### config.mk
export PLATFORM = sky130hd
export DESIGN_NAME = interrupt_controller_flat
export DESIGN_NICKNAME = d
export VERILOG_FILES = /design/src/rtl/interrupt_pkg.sv /design/src/rtl/mmu_addresses_pkg.sv /design/src/rtl/interrupt_controller_if.sv /design/src/rtl/interrupt_controller_irq_priority_encoder.sv /design/src/rtl/interrupt_controller.sv /design/src/flat_wrapper.sv
export SDC_FILE = /design/constraint.sdc
export NUM_CORES = 1
export LEC_CHECK = 0
export CAP_MARGIN = 25
export CORE_ASPECT_RATIO = 1.1
export CORE_MARGIN = 4
export CORE_UTILIZATION = 43
export CTS_BUF_LIST = sky130_fd_sc_hd__clkbuf_8
export CTS_CLUSTER_DIAMETER = 150
export CTS_CLUSTER_SIZE = 24
export DETAILED_ROUTE_END_ITERATION = 12
export PLACE_DENSITY = 0.8
export SLEW_MARGIN = 10
export SYNTH_ARGS = -nofsm -noshare
export SYNTH_HDL_FRONTEND = slang
export SYNTH_HIERARCHICAL = 1
export SYNTH_SLANG_ARGS = --single-unit
### constraint.sdc
create_clock -name clk -period 2.1 [get_ports clk]
set_clock_uncertainty 0.1 [all_clocks]
set_input_delay 0.315 -clock clk [delete_from_list [all_inputs] [get_ports clk]]
set_output_delay 0.315 -clock clk [all_outputs]
set_load 0.005 [all_outputs]
### src/rtl/interrupt_pkg.sv
// Interrupt controller types, vector constants and vector helper.
package interrupt_pkg;
  localparam int NUM_IRQ   = 5;
  localparam int IRQ_IDX_W = $clog2(NUM_IRQ);

  localparam logic [15:0] IRQ_VECTOR_BASE   = 16'h0040;
  localparam int          IRQ_VECTOR_STRIDE = 8;

  typedef enum logic [IRQ_IDX_W-1:0] {
    IRQ_VBLANK = 3'd0,
    IRQ_STAT   = 3'd1,
    IRQ_TIMER  = 3'd2,
    IRQ_SERIAL = 3'd3,
    IRQ_JOYPAD = 3'd4
  } irq_id_t;

  typedef enum logic [1:0] {
    IC_IDLE,
    IC_ACKED,
    IC_VECTOR
  } ic_state_t;

  function automatic logic [15:0] irq_vec(
    input logic [IRQ_IDX_W-1:0] idx
  );
    return IRQ_VECTOR_BASE
         + 16'(idx) * 16'(IRQ_VECTOR_STRIDE);
  endfunction
endpackage

### src/rtl/mmu_addresses_pkg.sv
// MMU bus address map for memory-mapped peripheral registers.
package mmu_addresses_pkg;
  localparam logic [15:0] IF_ADDR = 16'hFF0F;
  localparam logic [15:0] IE_ADDR = 16'hFFFF;
endpackage

### src/rtl/interrupt_controller_if.sv
// MMU bus seen by a memory-mapped peripheral.
interface Bus_if;
  logic [15:0] addr;
  logic [7:0]  wdata;
  logic [7:0]  rdata;
  logic        read_en;
  logic        write_en;

  modport master (
    output addr, wdata, read_en, write_en,
    input  rdata
  );

  modport slave (
    input  addr, wdata, read_en, write_en,
    output rdata
  );

  modport Peripheral_side (
    input  addr, wdata, read_en, write_en,
    output rdata
  );
endinterface

### src/rtl/interrupt_controller_irq_priority_encoder.sv
// Lowest-index-wins priority encoder for pending interrupts.
module irq_priority_encoder #(
  parameter int NUM_IRQ = 5,
  parameter int IDX_W   = $clog2(NUM_IRQ)
) (
  input  logic [NUM_IRQ-1:0] req,
  output logic               valid,
  output logic [IDX_W-1:0]   index
);
  always_comb begin
    valid = 1'b0;
    index = '0;
    for (int i = NUM_IRQ - 1; i >= 0; i--) begin
      if (req[i]) begin
        valid = 1'b1;
        index = IDX_W'(i);
      end
    end
  end
endmodule

### src/rtl/interrupt_controller.sv
// IF/IE interrupt controller with CPU dispatch handshake.
// Define IRQ_CANCEL_EN to resolve the vector from live IE&IF at resolve.
module interrupt_controller
  import interrupt_pkg::*;
  import mmu_addresses_pkg::*;
(
  input  logic        clk,
  input  logic        reset,
  Bus_if.Peripheral_side bus,
  input  logic        vblank_req,
  input  logic        stat_req,
  input  logic        timer_req,
  input  logic        serial_req,
  input  logic        joypad_req,
  output logic        irq_pending,
  input  logic        cpu_ack,
  input  logic        cpu_resolve,
  output logic [15:0] irq_vector,
  output logic        vector_valid
);
  logic [NUM_IRQ-1:0]   if_q, if_d, if_base;
  logic [NUM_IRQ-1:0]   req, pend, clr_mask;
  logic [7:0]           ie_q;
  logic                 enc_valid, res_valid;
  logic [IRQ_IDX_W-1:0] enc_idx, res_idx;
  logic                 wr_if, wr_ie;
  logic                 do_ack, do_resolve;
  ic_state_t            state, state_d;

  assign req = {joypad_req, serial_req, timer_req,
                stat_req, vblank_req};
  assign pend        = ie_q[NUM_IRQ-1:0] & if_q;
  assign irq_pending = |pend;

  irq_priority_encoder #(
    .NUM_IRQ (NUM_IRQ),
    .IDX_W   (IRQ_IDX_W)
  ) u_enc (
    .req   (pend),
    .valid (enc_valid),
    .index (enc_idx)
  );

  assign wr_if = bus.write_en && (bus.addr == IF_ADDR);
  assign wr_ie = bus.write_en && (bus.addr == IE_ADDR);

  always_comb begin
    bus.rdata = 8'hFF;
    unique case (1'b1)
      (bus.addr == IF_ADDR): bus.rdata = {3'b111, if_q};
      (bus.addr == IE_ADDR): bus.rdata = ie_q;
      default:               bus.rdata = 8'hFF;
    endcase
  end

  always_comb begin
    state_d    = state;
    do_ack     = 1'b0;
    do_resolve = 1'b0;
    unique case (state)
      IC_IDLE: begin
        if (cpu_ack) begin
          state_d = IC_ACKED;
          do_ack  = 1'b1;
        end
      end
      IC_ACKED: begin
        if (cpu_resolve) begin
          state_d    = IC_VECTOR;
          do_resolve = 1'b1;
        end
      end
      IC_VECTOR: state_d = IC_IDLE;
      default:   state_d = IC_IDLE;
    endcase
  end

`ifdef IRQ_CANCEL_EN
  assign res_valid = enc_valid;
  assign res_idx   = enc_idx;

  logic unused_ack;
  assign unused_ack = do_ack;
`else
  logic                 ack_valid_q;
  logic [IRQ_IDX_W-1:0] ack_idx_q;

  always_ff @(posedge clk or posedge reset) begin
    if (reset) begin
      ack_valid_q <= 1'b0;
      ack_idx_q   <= '0;
    end else if (do_ack) begin
      ack_valid_q <= enc_valid;
      ack_idx_q   <= enc_idx;
    end
  end

  assign res_valid = ack_valid_q;
  assign res_idx   = ack_idx_q;
`endif

  // Bus write first, then dispatch clear, then new requests win.
  assign clr_mask = (do_resolve && res_valid)
                  ? (NUM_IRQ'(1) << res_idx) : '0;
  assign if_base  = wr_if ? bus.wdata[NUM_IRQ-1:0] : if_q;
  assign if_d     = (if_base & ~clr_mask) | req;

  assign vector_valid = (state == IC_VECTOR);

  always_ff @(posedge clk or posedge reset) begin
    if (reset) begin
      if_q       <= '0;
      ie_q       <= 8'h00;
      state      <= IC_IDLE;
      irq_vector <= 16'h0000;
    end else begin
      if_q  <= if_d;
      state <= state_d;
      if (wr_ie) ie_q <= bus.wdata;
      if (do_resolve)
        irq_vector <= res_valid ? irq_vec(res_idx)
                                : 16'h0000;
    end
  end
endmodule

### src/flat_wrapper.sv
// flat-port wrapper written by rule: the top's interface ports become plain ports
module interrupt_controller_flat import interrupt_pkg::*; import mmu_addresses_pkg::*;
  (clk, reset, vblank_req, stat_req, timer_req, serial_req, joypad_req, irq_pending, cpu_ack, cpu_resolve, irq_vector, vector_valid, bus_addr, bus_wdata, bus_read_en, bus_write_en, bus_rdata);
  Bus_if bus_i ();
  input  logic clk;
  input  logic reset;
  input  logic vblank_req;
  input  logic stat_req;
  input  logic timer_req;
  input  logic serial_req;
  input  logic joypad_req;
  output logic irq_pending;
  input  logic cpu_ack;
  input  logic cpu_resolve;
  output logic [15:0] irq_vector;
  output logic vector_valid;
  input wire logic [$bits(bus_i.addr)-1:0] bus_addr;
  input wire logic [$bits(bus_i.wdata)-1:0] bus_wdata;
  input wire logic [$bits(bus_i.read_en)-1:0] bus_read_en;
  input wire logic [$bits(bus_i.write_en)-1:0] bus_write_en;
  output wire logic [$bits(bus_i.rdata)-1:0] bus_rdata;
  assign bus_i.addr = bus_addr;
  assign bus_i.wdata = bus_wdata;
  assign bus_i.read_en = bus_read_en;
  assign bus_i.write_en = bus_write_en;
  assign bus_rdata = bus_i.rdata;
  interrupt_controller u_core (.clk(clk), .reset(reset), .bus(bus_i), .vblank_req(vblank_req), .stat_req(stat_req), .timer_req(timer_req), .serial_req(serial_req), .joypad_req(joypad_req), .irq_pending(irq_pending), .cpu_ack(cpu_ack), .cpu_resolve(cpu_resolve), .irq_vector(irq_vector), .vector_valid(vector_valid));
endmodule
=== After elaboration in Yosys (flattened, before gate mapping) ===
Index checks and enable logic that the tools add are counted.
W data, S select, Z words.

* Memories: 0
* RAM bits: 0
* Input bits: 35
* ROM bits: 0
* Bits in latches: 0
* Register bits after elaboration: 35
* Output and inout bits: 26
* Word-level logic and storage cells: 45

* Multiplexer cells: 21
* Reductions and logical operators: 6
* Eq/ne operators: 6
* Add/subtract/negate cells: 1
* Bitwise gates (word level): 4
* Shifts and indexed selects: 1
* Div/mod/pow operators: 0
* Multiply operators: 0
* Order comparisons: 0

{| class="wikitable"
|+ Operators with widths
! kind !! count
|-
| $eq A16 B16 Y1 const B || 2
|-
| $mux W16 || 1
|-
| $pmux W8 S2 || 1
|-
| $mux W3 || 5
|-
| $and A5 B5 Y5 || 2
|-
| $mux W5 || 2
|-
| $mux W1 || 9
|-
| $add A7 B6 Y8 const A || 1
|-
| $not A5 Y5 || 1
|-
| $or A5 B5 Y5 || 1
|-
| $reduce_or A5 Y1 || 1
|-
| $shl A1 B3 Y5 const A || 1
|-
| $mux W2 || 2
|-
| $ne A2 B2 Y1 const B || 2
|-
| $pmux W2 S2 || 1
|-
| $logic_and A1 B1 Y1 || 3
|-
| $eq A2 B1 Y1 const B || 1
|-
| $eq A2 B2 Y1 const B || 1
|-
| $logic_not A2 Y1 || 1
|-
| $reduce_and A2 Y1 || 1
|}

=== Logic depth before layout (Yosys ltp) ===
Gate-level depths: netlist of run 1.

* Word-level depth: 7
* Mapped depth: 5
* Depth with buffers taken out: 5

=== Modules after synthesis ===
Netlist of run 1, hierarchy kept.

{| class="wikitable"
|+ By module, submodules not included
! module !! instances !! seq. area each (sq um) !! cells each !! area an instance (sq um)
|-
| interrupt_controller || 1 || 575.6 || 132 || 1326.3
|-
| irq_priority_encoder || 1 || 0.0 || 8 || 48.8
|}

=== Least setup slack after synthesis of run 1 ===
OpenSTA, ideal clock, no wires.

* Path type: input to output
* Start point: input bus_addr[4]
* End point: output bus_rdata[0]
* Required time: 1.685 ns
* Buffers on the path: 0
* Data arrival time: 1.627 ns
* Stages on the path: 4
* Slack: 0.058 ns
* Cell sequence: or4_1 nor4_2 nor2_1 a221o_1

* Longest elaborated chain between the ends: 2
* Elaborated cells between the ends (all ways): 3
* Those cells by class: eq/ne: 2; mux: 1

{| class="wikitable"
|+ RTL lines
! item !! RTL line !! RTL
|-
| start: declaration || flat_wrapper.sv:17 || <nowiki>input wire logic [$bits(bus_i.addr)-1:0] bus_addr;</nowiki>
|-
| $eq A16 B16 Y1, on equally long branches || interrupt_controller.sv:51, interrupt_controller.sv:50 ||
|-
| $pmux W8 S2 * || interrupt_controller.sv:49 || <nowiki>unique case (1'b1)</nowiki>
|-
| end: declaration || flat_wrapper.sv:21 || <nowiki>output wire logic [$bits(bus_i.rdata)-1:0] bus_rdata;</nowiki>
|}

Mark *: on every way between the ends. The rest lies on a longest branch, timed or not.

=== Worst setup path in the final report of run 1 ===
* Start point: input bus_addr[4]
* End point: output bus_rdata[2]

The elaborated chain is that of the path after synthesis.

==> results of run 1 <==
## routing by layer
metal,vias up,GRT usage
met4,0,0.0822
met1,655,0.233
met3,10,0.0344
li1,638,-
met2,70,0.334
met5,-,0
## state kept, by name (all words and copies together) (netlist names)
signal,cells
u_core/state,2
u_core/ack_valid_q,1
u_core/ack_idx_q,3
u_core/irq_vector,4
u_core/if_q,5
u_core/ie_q,8
## cell usage after synthesis (2+ instances only)
master / number
sky130_fd_sc_hd__dfrtp_1: 23
sky130_fd_sc_hd__nand3_1: 14
sky130_fd_sc_hd__buf_4: 12
sky130_fd_sc_hd__mux2_2: 12
sky130_fd_sc_hd__nand2_1: 10
sky130_fd_sc_hd__inv_1: 9
sky130_fd_sc_hd__nand2b_1: 7
sky130_fd_sc_hd__and2_1: 6
sky130_fd_sc_hd__a31oi_1: 5
sky130_fd_sc_hd__nor2_1: 5
sky130_fd_sc_hd__or4b_1: 5
sky130_fd_sc_hd__nand4_1: 4
sky130_fd_sc_hd__a221o_1: 3
sky130_fd_sc_hd__nor4_2: 3
sky130_fd_sc_hd__a21oi_1: 2
sky130_fd_sc_hd__a22oi_1: 2
sky130_fd_sc_hd__nor3_1: 2
sky130_fd_sc_hd__or2_2: 2
sky130_fd_sc_hd__or4_1: 2
## report_power, final
group,switching (uW),total (uW),internal (uW)
sequential,8.94,460,451
combinational,54.8,125,70.1
clock,142,272,131
total,205,857,652
## critical path, stage by stage
cell,delay (ns)
sky130_fd_sc_hd__buf_6,0.09
sky130_fd_sc_hd__or4_4,0.55
sky130_fd_sc_hd__nor4_4,0.14
sky130_fd_sc_hd__buf_4,0.16
sky130_fd_sc_hd__buf_6,0.11
sky130_fd_sc_hd__nor2_4,0.04
sky130_fd_sc_hd__a221o_1,0.26
sky130_fd_sc_hd__buf_2,0.13
## logic make-up after synthesis
kind of cell    Yosys count  synth area share
simple gates             68             0.311
flops                    23             0.419
compound gates           13            0.0682
buf+inv                  23             0.101
mux                      12            0.0983
other cells               1           0.00273
## timing repair
item,CTS,global route
setup buffers,6,2
gates resized for setup,64,11
pin swaps,8,6
cloned,0,0
setup endpoints to repair,22,10
## through the flow
stage | cells | util | total power [uW]
after detailed placement | 239 | 0.650 | 600
after global placement | 239 | 0.650 | 595
after CTS | 249 | 0.668 | 865
after global routing | 251 | 0.689 | 898
after floorplan | 151 | - | 529
final | 251 | 0.689 | 857
## worst max path at each step
stage	from	endpoint	slack, ns	cells past startpoint
6_report	bus_addr[4]	bus_rdata[2]	-0.11	8
5_1_grt	bus_addr[13]	bus_rdata[2]	-0.19	7
4_1_cts	bus_addr[7]	bus_rdata[2]	-0.22	8
3_5_place_dp	bus_addr[4]	bus_rdata[1]	-0.72	8
3_3_place_gp	bus_addr[4]	bus_rdata[2]	-0.68	7
2_1_floorplan	bus_addr[4]	bus_rdata[0]	0.06	4
## cell type report
class / count / share of cell area
sequential: 23 / 0.274
inverter: 9 / 0.0161
clock inverter: 1 / 0.00179
tap: 34 / 0.0203
timing repair buffer: 76 / 0.314
clock buffer: 3 / 0.0197
multi-input combinational: 105 / 0.354
==> impl_results.rst, run 1 <==
.. list-table::
   :header-rows: 1

   * - Metric
     - Value
   * - Total wirelength of the detailed-routed design
     - 3.98 mm
   * - Run status
     - finished with violations
   * - Global placer's final weighted congestion
     - 0.759
   * - Routed length per placed instance
     - 15.8 microns
   * - Main flop type after synthesis
     - sky130_fd_sc_hd__dfrtp_1
   * - Cell accounting for the most synthesized area
     - sky130_fd_sc_hd__dfrtp_1
   * - Rows
     - 21
   * - R2R Setup Slk
     - 0.52 ns
   * - Final cycle utilization of the critical path
     - 1.05
   * - Peak supply drop
     - around 450 uV
   * - EDFF count, synth
     - 0
   * - Crit path time final
     - 2.21 ns
   * - Worst path setup slack after routing
     - -0.109 ns
   * - Number of instances in the synthesized netlist
     - 140
   * - FILL cells
     - around 250
   * - Number of levels in the clock H-tree
     - 1
   * - # port buffers
     - 47
   * - Starting Density
     - 0.451
   * - Violated checks
     - setup timing
   * - Library cell used as clock root buffer
     - sky130_fd_sc_hd__clkbuf_8
   * - Final setup violation count
     - 10
   * - CTS Buffer Depth
     - 2
   * - Via count of the first global-routing pass
     - 1350
   * - Antenna violations before repair
     - 0
   * - Detail Route met3 WL
     - approximately 350 microns
   * - Met2 wire length
     - 2.06 mm
   * - Reg-to-reg critical path startpoint
     - u_core/ie_q[0]
   * - CTS tree
     - done
   * - Die W
     - 61.9 microns
   * - Summed negative setup slack over all endpoints
     - -0.563 ns
   * - Sequential-to-total area share from yosys stat
     - 0.419
   * - Clock-pin slew reported for the worst setup and hold paths after clock tree synthesis
     - 0.08 ns
   * - Path class of the lowest-slack min-delay path
     - input pin to async pin
   * - Post-DP HPWL
     - around 2.9 mm
   * - Unrepaired setup endpoints after global routing
     - yes
   * - Total Die Area
     - between 0.004 and 0.005 sq mm
   * - Proportion of netlist area held by the largest area contributor
     - 0.419
   * - Endpoint type of the worst setup path
     - output port
   * - P per Cell Area
     - just over 400 mW/mm^2
   * - Worst skew pair latency
     - about 0.26 ns
   * - Post-synthesis area per instance
     - just under 10 sq um
   * - Reg-to-Reg End
     - u_core/ack_valid_q
   * - Worst-path maximum fanout
     - 3
   * - Number of endpoints with negative hold slack in the final report
     - 0
   * - Placed Area
     - around 0.0020 sq mm
   * - Worst setup slack after placement
     - -0.719 ns
   * - Area of the core region
     - 0.00305 sq mm
   * - Pre-Repair DR Iteration Count
     - 4
   * - Register cell area after layout
     - 576 sq um
   * - Total congestion overflow after global routing
     - 0
   * - Growth of design area from synthesis to finish
     - 52.8%
   * - Violation count after the first detailed-routing iteration
     - 67
   * - Total number of vias
     - 1373
   * - Uppermost metal layer occupied by signal nets
     - met4
   * - Total inserted antenna cells
     - 0
   * - Required time at the endpoint of the critical path
     - 1.68 ns
   * - Final standard cell area without fillers
     - between 0.002 and 0.0025 sq mm
   * - Max-slew violation total from the final report
     - 0
   * - Count of nets left with antenna violations after detail routing
     - 0
   * - Register-to-Register Path Depth
     - 5
   * - CTS Buf Count
     - 3
   * - Detailed-route DRC error count
     - 0
   * - Maximum clock frequency
     - 453 MHz
   * - Clk sinks
     - 23
   * - Maximum number of pins on one net before global-route repair
     - 24
   * - Routed vias/inst
     - 5.47
   * - Proportion of layout cells with a drive suffix above 1
     - 0.318
   * - Length of routed wiring on met1
     - between 1 and 1.5 mm
   * - Synth Warn #
     - 6
   * - Type of the worst setup path
     - input pin to output port
   * - All-Layer GR Usage
     - 0.194
   * - Number of hold-repair buffers added at the cts stage
     - 0
   * - Combined area of the multi-input logic cells
     - 743 sq um
   * - Cell types with the largest area share after synthesis
     - sky130_fd_sc_hd__dfrtp_1 (42%), sky130_fd_sc_hd__mux2_2 (9.8%), sky130_fd_sc_hd__buf_4 (6.6%)
   * - Syn Std Cell Area
     - 0.00138 sq mm
   * - LEAKAGE
     - 0.00103 uW
   * - Vertical die dimension
     - between 60 and 70 microns
   * - Unique masters post-synth
     - 31
   * - Crit path launch type
     - input pin
   * - Arrival time worst endpoint
     - 1.79 ns
   * - Top library cells by usage in the layout, fill and taps aside
     - sky130_fd_sc_hd__dfrtp_1 (23), sky130_fd_sc_hd__buf_4 (23), sky130_fd_sc_hd__clkdlybuf4s50_1 (22)
   * - Final layout net count
     - roughly 250
   * - I/O pins
     - 61
   * - First-pass GRT wire length
     - 6.04 mm
   * - Final hold slack
     - 0.298 ns
   * - FFs w/ async S/R, synth
     - 1.00
   * - MaxCap Viol Count
     - 0
   * - FF+latch count, synth
     - 23
(Power assumes the default switching activity.)
==> run 2, diff against run 1 <==
--- a/config.mk
+++ b/config.mk
@@ -7,7 +7,7 @@
 export LEC_CHECK = 0
 export CAP_MARGIN = 25
 export CORE_ASPECT_RATIO = 1.1
-export CORE_MARGIN = 4
+export CORE_MARGIN = 10
 export CORE_UTILIZATION = 43
 export CTS_BUF_LIST = sky130_fd_sc_hd__clkbuf_8
 export CTS_CLUSTER_DIAMETER = 150
==> constraint.sdc (replaced) <==
create_clock -name clk -period 2.1 [get_ports clk]
set_clock_uncertainty 0.1 [all_clocks]
set_input_delay 0.42 -clock clk [delete_from_list [all_inputs] [get_ports clk]]
set_output_delay 0.42 -clock clk [all_outputs]
set_load 0.005 [all_outputs]
==> impl_results.rst, run 2 (same netlist as run 1, synthesis figures left out) <==
.. list-table::
   :header-rows: 1

   * - Metric
     - Value
   * - Die W
     - 73.9 microns (was 61.9 microns)
   * - CTS tree
     - done (unchanged)
   * - Routed length per placed instance
     - 18.3 microns (was 15.8 microns)
   * - Max-slew violation total from the final report
     - 0 (unchanged)
   * - Global placer's final weighted congestion
     - 0.777 (was 0.759)
   * - Combined area of the multi-input logic cells
     - 807 sq um (was 743 sq um)
   * - Total congestion overflow after global routing
     - 0 (unchanged)
   * - Peak supply drop
     - 432 uV (was 454 uV)
   * - Final layout net count
     - 269 (was 253)
   * - Crit path time final
     - 2.38 ns (was 2.21 ns)
   * - Worst path setup slack after routing
     - -0.277 ns (was -0.109 ns)
   * - Top library cells by usage in the layout, fill and taps aside
     - sky130_fd_sc_hd__buf_4 (32), sky130_fd_sc_hd__buf_6 (24), sky130_fd_sc_hd__dfrtp_1 (23) (was sky130_fd_sc_hd__dfrtp_1 (23), sky130_fd_sc_hd__buf_4 (23), sky130_fd_sc_hd__clkdlybuf4s50_1 (22))
   * - Antenna violations before repair
     - 0 (unchanged)
   * - Number of flip-flops under the largest register name
     - 8 (unchanged)
   * - First-pass GRT wire length
     - 7.51 mm (was 6.04 mm)
   * - All-Layer GR Usage
     - 0.156 (was 0.194)
   * - # port buffers
     - 47 (unchanged)
   * - Total number of vias
     - 1440 (was 1373)
   * - Registers with the highest flip-flop counts
     - u_core/ie_q: 8 flops, u_core/if_q: 5 flops, u_core/irq_vector: 4 flops (unchanged)
   * - Reg with most FFs
     - u_core/ie_q (unchanged)
   * - Clock power share
     - 0.318 (about the same)
   * - Path class of the lowest-slack min-delay path
     - input pin to async pin (unchanged)
   * - LEAKAGE
     - 0.00113 uW (was 0.00103 uW)
   * - Run status
     - finished with violations (unchanged)
   * - Required time at the endpoint of the critical path
     - 1.58 ns (was 1.68 ns)
   * - Final setup violation count
     - 11 (was 10)
   * - Arrival time worst endpoint
     - 1.86 ns (was 1.79 ns)
   * - Proportion of layout cells with a drive suffix above 1
     - 0.433 (was 0.318)
   * - Relative contribution of combinational cells to total power
     - 0.164 (was 0.146)
   * - Clock-pin slew reported for the worst setup and hold paths after clock tree synthesis
     - 0.09 ns (was 0.08 ns)
   * - FILL cells
     - 208 (was 245)
   * - P per Cell Area
     - 387 mW/mm^2 (was 408 mW/mm^2)
   * - Worst-path maximum fanout
     - 3 (unchanged)
   * - Via count of the first global-routing pass
     - 1579 (was 1350)
   * - Pre-Repair DR Iteration Count
     - 4 (unchanged)
   * - Number of endpoints with negative hold slack in the final report
     - 0 (unchanged)
   * - Violated checks
     - setup timing (unchanged)
   * - Clk sinks
     - 23 (unchanged)
   * - Vertical die dimension
     - 79.3 microns (was 67.3 microns)
   * - Number of hold-repair buffers added at the cts stage
     - 0 (unchanged)
   * - P_int
     - 668 uW (was 652 uW)
   * - I/O pins
     - 61 (unchanged)
   * - Switching power total
     - 221 uW (was 205 uW)
   * - Starting Density
     - 0.451 (unchanged)
   * - Crit path launch type
     - input pin (unchanged)
   * - Switching share of power
     - 0.249 (was 0.240)
   * - Final cycle utilization of the critical path
     - 1.13 (was 1.05)
   * - Worst skew pair latency
     - 0.27 ns (was 0.26 ns)
   * - Worst setup slack after placement
     - -0.861 ns (was -0.719 ns)
   * - Total wirelength of the detailed-routed design
     - 4.89 mm (was 3.98 mm)
   * - Maximum number of pins on one net before global-route repair
     - 24 (unchanged)
   * - Routed vias/inst
     - 5.39 (was 5.47)
   * - MaxCap Viol Count
     - 0 (unchanged)
   * - Maximum clock frequency
     - 421 MHz (was 453 MHz)
   * - Endpoint type of the worst setup path
     - output port (unchanged)
   * - Total Die Area
     - 0.00586 sq mm (was 0.00417 sq mm)
   * - Met2 wire length
     - 2.37 mm (was 2.06 mm)
   * - Sequential share of power
     - 0.517 (was 0.537)
   * - Unrepaired setup endpoints after global routing
     - yes (unchanged)
   * - CTS Buf Count
     - 3 (unchanged)
   * - Number of levels in the clock H-tree
     - 1 (unchanged)
   * - Count of nets left with antenna violations after detail routing
     - 0 (unchanged)
   * - CTS Buffer Depth
     - 2 (unchanged)
   * - Detail Route met3 WL
     - 509 microns (was 353 microns)
   * - Violation count after the first detailed-routing iteration
     - 58 (was 67)
   * - Register cell area after layout
     - 576 sq um (unchanged)
   * - Detailed-route DRC error count
     - 0 (unchanged)
   * - Length of routed wiring on met1
     - 1.91 mm (was 1.49 mm)
   * - Most common cell after layout, fill and taps aside
     - sky130_fd_sc_hd__buf_4
   * - Area of the core region
     - 0.00305 sq mm (unchanged)
   * - Uppermost metal layer occupied by signal nets
     - met4 (unchanged)
   * - Rows
     - 21 (unchanged)
   * - Post-DP HPWL
     - 3.37 mm (was 2.94 mm)
   * - Total inserted antenna cells
     - 0 (unchanged)
   * - Final hold slack
     - 0.382 ns (was 0.298 ns)
   * - Growth of design area from synthesis to finish
     - 67.3% (was 52.8%)
   * - Library cell used as clock root buffer
     - sky130_fd_sc_hd__clkbuf_8 (unchanged)
   * - Type of the worst setup path
     - input pin to output port (unchanged)
run 2: layout make-up:
class	count	share of cell area
sequential	23	0.250
inverter	9	0.0147
multi-input combinational	106	0.351
timing repair buffer	91	0.346
clock buffer	3	0.0179
clock inverter	1	0.00218
tap	34	0.0185
run 2: power groups by stage:
stage / registers [uW] / clock network [uW] / logic, uW
floorplan: 467 / 0 / 64.2
global placement: 468 / 0 / 133
global route: 461 / 309 / 157
CTS: 460 / 288 / 132
finish: 460 / 283 / 146
detailed placement: 469 / 0 / 137
run 2: final timing paths:
path / depth (start not counted) / from / slack, ns / endpoint
min reg2reg: 2 / u_core/irq_vector[3] / 0.39 / u_core/irq_vector[3]
max reg2reg: 4 / u_core/ack_valid_q / 0.50 / u_core/if_q[3]
max: 7 / bus_addr[4] / -0.28 / bus_rdata[4]
max in group asynchronous: 3 / reset / 1.28 / u_core/ie_q[3]
min: 3 / reset / 0.38 / u_core/irq_vector[5]
min in group clk: 2 / u_core/irq_vector[3] / 0.39 / u_core/irq_vector[3]
run 2: critical path, cell delays in order:
cell and delay, ns:
sky130_fd_sc_hd__buf_6 0.09, sky130_fd_sc_hd__or4_4 0.55, sky130_fd_sc_hd__nor4_4 0.19, sky130_fd_sc_hd__buf_4 0.17, sky130_fd_sc_hd__nor2_4 0.03, sky130_fd_sc_hd__a221o_1 0.26, sky130_fd_sc_hd__buf_2 0.14
run 2: metrics by stage:
stage	cell area (sq um)	utilization	TNS (ns)	power [uW]	std cells
after floorplan	1440	-	-0.0521	531	151
after global placement	2020	0.662	-11.78	601	241
after detailed placement	2020	0.662	-12.73	606	241
after CTS	2180	0.715	-1.57	880	261
after global routing	2300	0.755	-1.90	928	267
final	2300	0.755	-1.48	890	267
run 2: metal layers:
layer	global-route usage	vias to the layer above
met5	0	-
li1	-	670
met3	0.0572	12
met1	0.172	685
met2	0.263	73
met4	0.0634	0
run 2: timing repair:
| item | in CTS | in global routing |
|---|---|---|
| buffers inserted | 15 | 6 |
| setup endpoints to repair | 22 | 17 |
| gates cloned | 1 | 0 |
| pin swaps | 9 | 12 |
| resized for setup | 99 | 37 |
